`src/rtl/riscv_mem_pkg.sv`:
```
// Shared types for the data-memory arbiter: FSM state encoding, requester
// IDs and the legal memory-latency range.
package riscv_mem_pkg;

   typedef enum logic [1:0] {
      ST_IDLE  = 2'd0,
      ST_ISSUE = 2'd1,
      ST_WAIT  = 2'd2
   } state_t;

   typedef enum logic {
      REQ_CORE = 1'b0,
      REQ_LDR  = 1'b1
   } req_id_t;

   localparam int MEM_LAT_MIN = 1;
   localparam int MEM_LAT_MAX = 4;

   // Wide enough to hold MEM_LAT_MAX-1.
   localparam int CNT_W = 2;

endpackage

```
`src/rtl/dmem_arbiter_rr_pick2.sv`:
```
// rr_pick2: combinational two-way round-robin pick.
// Ports:
//   req_core, req_ldr : request bits
//   last              : requester granted most recently
//   winner            : chosen requester (meaningful only when valid)
//   valid             : at least one request present
module rr_pick2
   import riscv_mem_pkg::*;
(
   input  logic    req_core,
   input  logic    req_ldr,
   input  req_id_t last,
   output req_id_t winner,
   output logic    valid
);

   always_comb begin
      valid  = req_core | req_ldr;
      winner = REQ_CORE;
      if (req_core && req_ldr) begin
         winner = (last == REQ_CORE) ? REQ_LDR : REQ_CORE;
      end else if (req_ldr) begin
         winner = REQ_LDR;
      end
   end

endmodule

```
`src/rtl/dmem_arbiter.sv`:
```
// dmem_arbiter: shares one data memory between the core load/store path and
// the program loader. Round-robin arbitration in IDLE, one-cycle ISSUE,
// read-wait down-counter, registered read data with a one-cycle valid pulse.
//
// state | meaning
// ------+-------------------------------------------------------------
// IDLE  | no access in flight; arbitrate and latch winner's request
// ISSUE | one cycle: gnt to owner, memory strobe from latched request
// WAIT  | read in flight; capture mem_rdata when the counter hits 0
//
// Ports:
//   clk, rst (async, active-low)
//   core_* / ldr_*  : req/we/addr/wdata in; gnt/rvalid/rdata out
//   core_stall      : core waiting for its access to complete
//   mem_*           : strobes, address and write data to memory; mem_rdata in
//   busy            : FSM not in IDLE
module dmem_arbiter
   import riscv_mem_pkg::*;
#(
   parameter int WIDTH   = 32,
   parameter int ADDR_W  = 32,
   parameter int MEM_LAT = 1
) (
   input  logic              clk,
   input  logic              rst,
   input  logic              core_req,
   input  logic              ldr_req,
   input  logic              core_we,
   input  logic              ldr_we,
   input  logic [ADDR_W-1:0] core_addr,
   input  logic [ADDR_W-1:0] ldr_addr,
   input  logic [WIDTH-1:0]  core_wdata,
   input  logic [WIDTH-1:0]  ldr_wdata,
   output logic              core_gnt,
   output logic              ldr_gnt,
   output logic              core_rvalid,
   output logic              ldr_rvalid,
   output logic [WIDTH-1:0]  core_rdata,
   output logic [WIDTH-1:0]  ldr_rdata,
   output logic              core_stall,
   output logic              mem_read_en,
   output logic              mem_write_en,
   output logic [ADDR_W-1:0] mem_addr,
   output logic [WIDTH-1:0]  mem_wdata,
   input  logic [WIDTH-1:0]  mem_rdata,
   output logic              busy
);

   if (MEM_LAT < MEM_LAT_MIN || MEM_LAT > MEM_LAT_MAX) begin : g_lat_check
      $error("dmem_arbiter: MEM_LAT must be within 1..4");
   end

   localparam logic [CNT_W-1:0] CNT_LOAD = CNT_W'(MEM_LAT - 1);

   state_t            state_q, state_d;
   req_id_t           last_q, owner_q, pick;
   logic              pick_valid;
   logic [CNT_W-1:0]  cnt_q;
   logic              we_q;
   logic [ADDR_W-1:0] addr_q;
   logic [WIDTH-1:0]  wdata_q;
   logic [WIDTH-1:0]  core_rdata_q, ldr_rdata_q;
   logic              core_rvalid_q, ldr_rvalid_q;
   logic              issue, rd_done;

   rr_pick2 u_pick (
      .req_core (core_req),
      .req_ldr  (ldr_req),
      .last     (last_q),
      .winner   (pick),
      .valid    (pick_valid)
   );

   always_ff @(posedge clk or negedge rst) begin
      if (!rst) begin
         state_q <= ST_IDLE;
      end else begin
         state_q <= state_d;
      end
   end

   always_comb begin
      state_d      = state_q;
      rd_done      = 1'b0;
      issue        = 1'b0;
      unique case (state_q)
         ST_IDLE: begin
            if (pick_valid) state_d = ST_ISSUE;
         end
         ST_ISSUE: begin
            issue   = 1'b1;
            state_d = we_q ? ST_IDLE : ST_WAIT;
         end
         ST_WAIT: begin
            if (cnt_q == '0) begin
               rd_done = 1'b1;
               state_d = ST_IDLE;
            end
         end
         default: state_d = ST_IDLE;
      endcase
   end

   always_ff @(posedge clk or negedge rst) begin
      if (!rst) begin
         last_q        <= REQ_LDR;
         owner_q       <= REQ_CORE;
         cnt_q         <= '0;
         we_q          <= 1'b0;
         addr_q        <= '0;
         wdata_q       <= '0;
         core_rdata_q  <= '0;
         ldr_rdata_q   <= '0;
         core_rvalid_q <= 1'b0;
         ldr_rvalid_q  <= 1'b0;
      end else begin
         core_rvalid_q <= 1'b0;
         ldr_rvalid_q  <= 1'b0;

         // Memory side is driven only from these latches, never live inputs.
         if (state_q == ST_IDLE && pick_valid) begin
            owner_q <= pick;
            if (pick == REQ_CORE) begin
               we_q    <= core_we;
               addr_q  <= core_addr;
               wdata_q <= core_wdata;
            end else begin
               we_q    <= ldr_we;
               addr_q  <= ldr_addr;
               wdata_q <= ldr_wdata;
            end
         end

         if (issue) begin
            last_q <= owner_q;
            if (!we_q) cnt_q <= CNT_LOAD;
         end else if (state_q == ST_WAIT && cnt_q != '0) begin
            cnt_q <= cnt_q - 1'b1;
         end

         if (rd_done) begin
            if (owner_q == REQ_CORE) begin
               core_rdata_q  <= mem_rdata;
               core_rvalid_q <= 1'b1;
            end else begin
               ldr_rdata_q   <= mem_rdata;
               ldr_rvalid_q  <= 1'b1;
            end
         end
      end
   end

   assign core_gnt     = issue && (owner_q == REQ_CORE);
   assign ldr_gnt      = issue && (owner_q == REQ_LDR);
   assign mem_read_en  = issue && !we_q;
   assign mem_write_en = issue && we_q;
   assign mem_addr     = addr_q;
   assign mem_wdata    = wdata_q;
   assign core_rdata   = core_rdata_q;
   assign ldr_rdata    = ldr_rdata_q;
   assign core_rvalid  = core_rvalid_q;
   assign ldr_rvalid   = ldr_rvalid_q;
   assign busy         = (state_q != ST_IDLE);

   // A core write is done at its grant; a core read is done at its rvalid.
   assign core_stall   = core_req && !((core_gnt && we_q) || core_rvalid_q);

endmodule

```
`config.mk`:
```
export PLATFORM = sky130hd
export DESIGN_NAME = dmem_arbiter
export DESIGN_NICKNAME = d
export VERILOG_FILES = /design/src/rtl/riscv_mem_pkg.sv /design/src/rtl/dmem_arbiter_rr_pick2.sv /design/src/rtl/dmem_arbiter.sv
export SDC_FILE = /design/constraint.sdc
export NUM_CORES = 1
export LEC_CHECK = 0
export CAP_MARGIN = 5
export CORE_UTILIZATION = 40
export DETAILED_ROUTE_END_ITERATION = 10
export PLACE_DENSITY = 0.87
export SYNTH_ARGS = -nofsm -noshare
export SYNTH_HDL_FRONTEND = slang
export SYNTH_HIERARCHICAL = 1
export SYNTH_SLANG_ARGS = --single-unit
```
`constraint.sdc`:
```
create_clock -name clk -period 1.9 [get_ports clk]
set_input_delay 0.19 -clock clk [delete_from_list [all_inputs] [get_ports clk]]
set_output_delay 0.19 -clock clk [all_outputs]
set_load 0.1 [all_outputs]
```
# ---- After elaboration in Yosys (flattened, before gate mapping)
# Cells that the tools add are included.
dict set report word_totals {
  out_inout_bits 136
  elab_cells 60
  in_bits 166
  register_bits 137
}
dict set report op_classes {
  eq_ne 5
  n_reduce_logical 21
  bitwise 2
  addsub 1
  n_mux 20
}
# operator n
set op_table {}
lappend op_table {{$mux W32} 2}
lappend op_table {{$mux W2} 6}
lappend op_table {{$mux W1} 11}
lappend op_table {{$logic_and A1 B1 Y1} 9}
lappend op_table {{$reduce_and A2 Y1} 4}
lappend op_table {{$ne A2 B2 Y1 const B} 3}
lappend op_table {{$pmux W2 S3} 1}
lappend op_table {{$reduce_bool A2 Y1} 3}
lappend op_table {{$logic_not A2 Y1} 2}
lappend op_table {{$eq A2 B1 Y1 const B} 1}
lappend op_table {{$eq A2 B2 Y1 const B} 1}
lappend op_table {{$logic_not A1 Y1} 2}
lappend op_table {{$sub A2 B1 Y2 const B} 1}
lappend op_table {{$logic_or A1 B1 Y1} 1}
lappend op_table {{$not A1 Y1} 1}
lappend op_table {{$or A1 B1 Y1} 1}

# ---- Depth between registers and ports, before layout
dict set report logic_depth {
  word_depth 7
  depth_mapped 6
  ltp_nobuf 5
}

# ---- By module
# The synthesis kept the hierarchy.
# module cells_each area_per_inst_um2 instances seq_area_each_um2
set modules_own_cells {}
lappend modules_own_cells {dmem_arbiter 458 5886.9 1 3429.5}
lappend modules_own_cells {rr_pick2 2 13.8 1 0.0}

# ---- Worst setup path after synthesis
# No wires, ideal clock.
dict set report synth_timing {
  path_kind {register -> output}
  start {reg state_q[0]}
  end {out core_stall}
  stages_incl_launch_ff 4
  path_slack_ps -1446
  path_buffers 0
  t_arrival_ps 3156
  required_ps 1710
  cell_sequence {dfrtp_1 > or2b_1 > nor2_1 > a21oi_1}
}
dict set report synth_via {
  elab_chain_len 7
}
# element line_no
set synth_rtl {}
lappend synth_rtl {{from (decl)} dmem_arbiter.sv:55} ;# state_t state_q, state_d;
lappend synth_rtl {{from (signal assigned)} dmem_arbiter.sv:78} ;# state_q <= state_d;
lappend synth_rtl {{$eq A2 B1 Y1} dmem_arbiter.sv:86} ;# unique case (state_q)
lappend synth_rtl {{$mux W1} dmem_arbiter.sv:86}
lappend synth_rtl {{$logic_and A1 B1 Y1} dmem_arbiter.sv:153} ;# assign core_gnt = issue && (owner_q == REQ_CORE);
lappend synth_rtl {{$logic_and A1 B1 Y1} dmem_arbiter.sv:166} ;# assign core_stall = core_req && !((core_gnt && we_q) || core_rvalid_q);
lappend synth_rtl {{$logic_or A1 B1 Y1} dmem_arbiter.sv:166}
lappend synth_rtl {{$logic_not A1 Y1} dmem_arbiter.sv:166}
lappend synth_rtl {{$logic_and A1 B1 Y1} dmem_arbiter.sv:166}
lappend synth_rtl {{to (decl)} dmem_arbiter.sv:40} ;# output logic core_stall,
# No other way between the ends.

# ---- Worst setup path in the final report
dict set report layout_timing {
  start {reg state_q[1]}
  end {out core_stall}
}
# The elaborated chain is that of the path after synthesis.

==> results.txt <==
----------------------------------------------------
[CTS]
  CTS Buffer Depth ... 2
  Number of CTS-inserted buffers ... 17
  Clock sinks ... 137
  Worst-Skew Late Latency ... roughly 0.41 ns
  Clk root buf ... sky130_fd_sc_hd__clkbuf_16
  H-tree levels ... 4
  TritonCTS clock tree ... built
  Setup bufs post-CTS ... 0
  Clock transition at path regs ... 0.06 ns

[Global routing]
  Wire length of the first global-routing pass ... 24160 µm
  Vias in the first global route ... 4842
  Initial antenna violation count ... 0
  Global router's overall resource usage ... 0.2128
  Pin count of the biggest net entering global routing ... 73
  Total congestion overflow after global routing ... 0

[Floorplan]
  Ports ... 302
  Row Count ... between 40 and 50
  Core area ... between 10000 and 15000 µm²
  Die area ... 15240 µm²
  Horizontal extent of the die ... 123.5 µm
  Initial core utilization ... 0.4075
  Die H ... 123.5 µm

[Critical path]
  Worst setup EP type ... primary output
  Setup slack on the worst flop-to-flop path ... 0.16 ns
  Worst stage delay on the critical path ... 0.47 ns
  Gate family responsible for the most delay along the worst path ... simple AND/OR/NAND/NOR gates
  Category of the worst setup path launch point ... register
  Crit-path cells ... or2b_4, nor2_4, a21oi_4, buf_12
  FF-to-FF Start ... cnt_q[0]
  CP Data Required Time ... between 1.5 and 2 ns
  Destination of the worst register-to-register timing path ... core_rdata[13]
  Worst path slowest cell ... sky130_fd_sc_hd__dfrtp_2
  Cell depth of the worst flop-to-flop path ... 5
  Setup Crit Path Kind ... reg2out
  CP arrival ... between 1.5 and 2 ns
  Critical path buffers and inverters ... 1
  Top fanout value on the critical path ... 8

[Yosys]
  Count of synthesis-stage warnings from yosys ... 6
  Number of enable-type register cells in the synthesized netlist ... 0
  Synthesized net count ... 627
  Post-Syn Area ... 5901 µm²
  Gate count after technology mapping ... 460
  Cell variety after synth ... 27
  Commonest register cell after synthesis ... sky130_fd_sc_hd__dfrtp_1
  #FFs+latches synth ... 137
  Share of flip-flops with an asynchronous set or reset ... 1.000
  Mean post-synth cell area ... 12.83 µm²
  Cell type contributing the most total cell area after synthesis ... sky130_fd_sc_hd__dfrtp_1
  Dominant cells by area after synthesis ... sky130_fd_sc_hd__dfrtp_1, sky130_fd_sc_hd__mux2i_1, sky130_fd_sc_hd__mux2_4
  Post-synth top area share ... 0.5768
  Post-synthesis sequential area ratio ... 0.5812

[STA]
  Highest clock rate ... 544.6 MHz
  Setup repair after global routing missed its margin ... no
  Worst-margin pin slew ... 0.3556 ns
  Setup Skew ... 0.01804 ns
  Relative max-transition margin ... 0.7630
  Final max-slew violation count ... 0
  Final hold violation count ... 0
  Final setup violation count ... 0
  Final period util ... 0.9665
  Shortest clock period the worst path allows after layout ... 1.836 ns

[Routing]
  Iter 0 DRT Violations ... ~240
  Avg Vias per Cell ... slightly below 5
  Avg WL per Cell ... 17.10 µm
  Total number of vias ... 4699
  Number of detailed-route iterations in the first pass ... 4
  Remaining design rule violation count ... 0
  Post-route ant nets ... 0
  Detailed-route wire length ... 16480 µm

[Finish]
  Commonest cells after routing, fill and taps aside ... sky130_fd_sc_hd__clkdlybuf4s50_1, sky130_fd_sc_hd__buf_4, sky130_fd_sc_hd__dfrtp_1
  Most frequent standard cell in the layout excluding fill and tap cells ... sky130_fd_sc_hd__clkdlybuf4s50_1
  Final layout net count ... between 900 and 1000
  Number of cells in the finished layout apart from fillers ... a little under 1000
  Synth-to-Final Area Change ... 61.54%
  Fraction of final layout cells sized beyond drive strength 1 ... 0.3359
  Filler cell count ... 1041
  Antenna Diode Count ... 0
  Final std cell area, no fill ... 9532 µm²
  Area used by multi-input combinational logic ... 2286 µm²
  Total area of sequential cells ... about 3400 µm²

[Placement]
  DP Wirelength ... 12420 µm
  Port buffer count ... 301
  Last weighted congestion value of the routability-driven placer ... 0.7689
  Placed standard-cell area ... between 8000 and 9000 µm²
  Post-placement cell count ... about 930

[Min path]
  Worst hold path type ... in2async

[Status]
  Run status ... complete, no violations

[Run]
  Total of max-cap violations ... 0

----------------------------------------------------
worst max-delay path by stage:
stage / from / endpoint / slack, ns / depth (start not counted)
2_1_floorplan: state_q[0] / last_q / -0.38 / 3
3_3_place_gp: core_req / mem_addr[4] / 0.18 / 6
3_5_place_dp: ldr_req / mem_addr[10] / 0.09 / 6
4_1_cts: state_q[0] / core_stall / 0.007 / 4
5_1_grt: state_q[1] / core_stall / 0.008 / 4
6_report: state_q[1] / core_stall / 0.06 / 4
state kept, by name, indices dropped and copies added, names as in the netlist:
register,count
core_rdata,32
owner_q,1
state_q,2
last_q,1
ldr_rdata,32
mem_wdata,32
cnt_q,2
we_q,1
ldr_rvalid,1
core_rvalid,1
mem_addr,32
cell usage after synthesis, types with 2 or more instances:
cell type and number:
sky130_fd_sc_hd__a21o_1 2, sky130_fd_sc_hd__a21oi_1 68, sky130_fd_sc_hd__buf_12 3, sky130_fd_sc_hd__buf_2 16, sky130_fd_sc_hd__buf_4 2, sky130_fd_sc_hd__buf_6 2, sky130_fd_sc_hd__clkbuf_1 7, sky130_fd_sc_hd__dfrtp_1 136
sky130_fd_sc_hd__inv_1 6, sky130_fd_sc_hd__mux2_2 35, sky130_fd_sc_hd__mux2_4 29, sky130_fd_sc_hd__mux2i_1 66, sky130_fd_sc_hd__nand2_1 2, sky130_fd_sc_hd__nor2_1 72, sky130_fd_sc_hd__or2b_1 2
routing by layer:
| metal | routed length (µm) | part of all wire | vias to the layer above | GRT usage |
|---|---|---|---|---|
| met5 | 0 | 0 | - | 0 |
| met4 | 269 | 0.016 | 0 | 0.08283 |
| met3 | 1010 | 0.061 | 21 | 0.06089 |
| met2 | 9073 | 0.55 | 173 | 0.3872 |
| met1 | 6127 | 0.37 | 2309 | 0.2317 |
| li1 | - | - | 2196 | - |
cell type report:
| class | count | share of cell area |
|---|---|---|
| clock buffers | 21 | 0.04831 |
| well taps | 184 | 0.02415 |
| repair buffers | 318 | 0.3125 |
| flip-flops and latches | 137 | 0.3601 |
| multi-input cells | 287 | 0.2398 |
| clock inverters | 11 | 0.01273 |
| inverters | 6 | 0.002363 |
cells by family after synthesis:
logic type               share of synthesized area
AO/OA/AOI/OAI                              0.06383
adder cells (fa/ha/maj)                   0.002120
flip-flops                                  0.5812
multiplexers                                0.2525
AND/OR/NAND/NOR                            0.06192
buffers and inverters                      0.03838
per-stage QoR:
step / util / hold WS (ns) / worst slack (ns) / TNS, ns
after floorplan: - / -0.1056 / -0.3778 / -1.974
after detailed placement: 0.6165 / 0.01381 / 0.08738 / 0
after global routing: 0.6583 / 0.1613 / 0.008448 / 0
after CTS: 0.6581 / 0.1391 / 0.006560 / 0
after global placement: 0.6165 / 0.01260 / 0.1814 / 0
final: 0.6583 / 0.1565 / 0.06372 / 0
repair_timing:
action / CTS / global route
gates resized for setup: 4 / 3
hold endpoints to repair: 136 / 0
hold buffers: 1 / 0
setup endpoints to repair: 4 / 3
pin swaps: 0 / 1
worst register-to-register path, delay by kind of cell (launching register included):
family,cells,cell delay [ns]
flops,1,0.41
simple gates,1,0.35
mux,1,0.34
buf+inv,2,0.31
fa+ha+maj,1,0.22
Power is not shown: default switching activity piles up to over one toggle a cycle in this logic, so the estimate is an artifact.
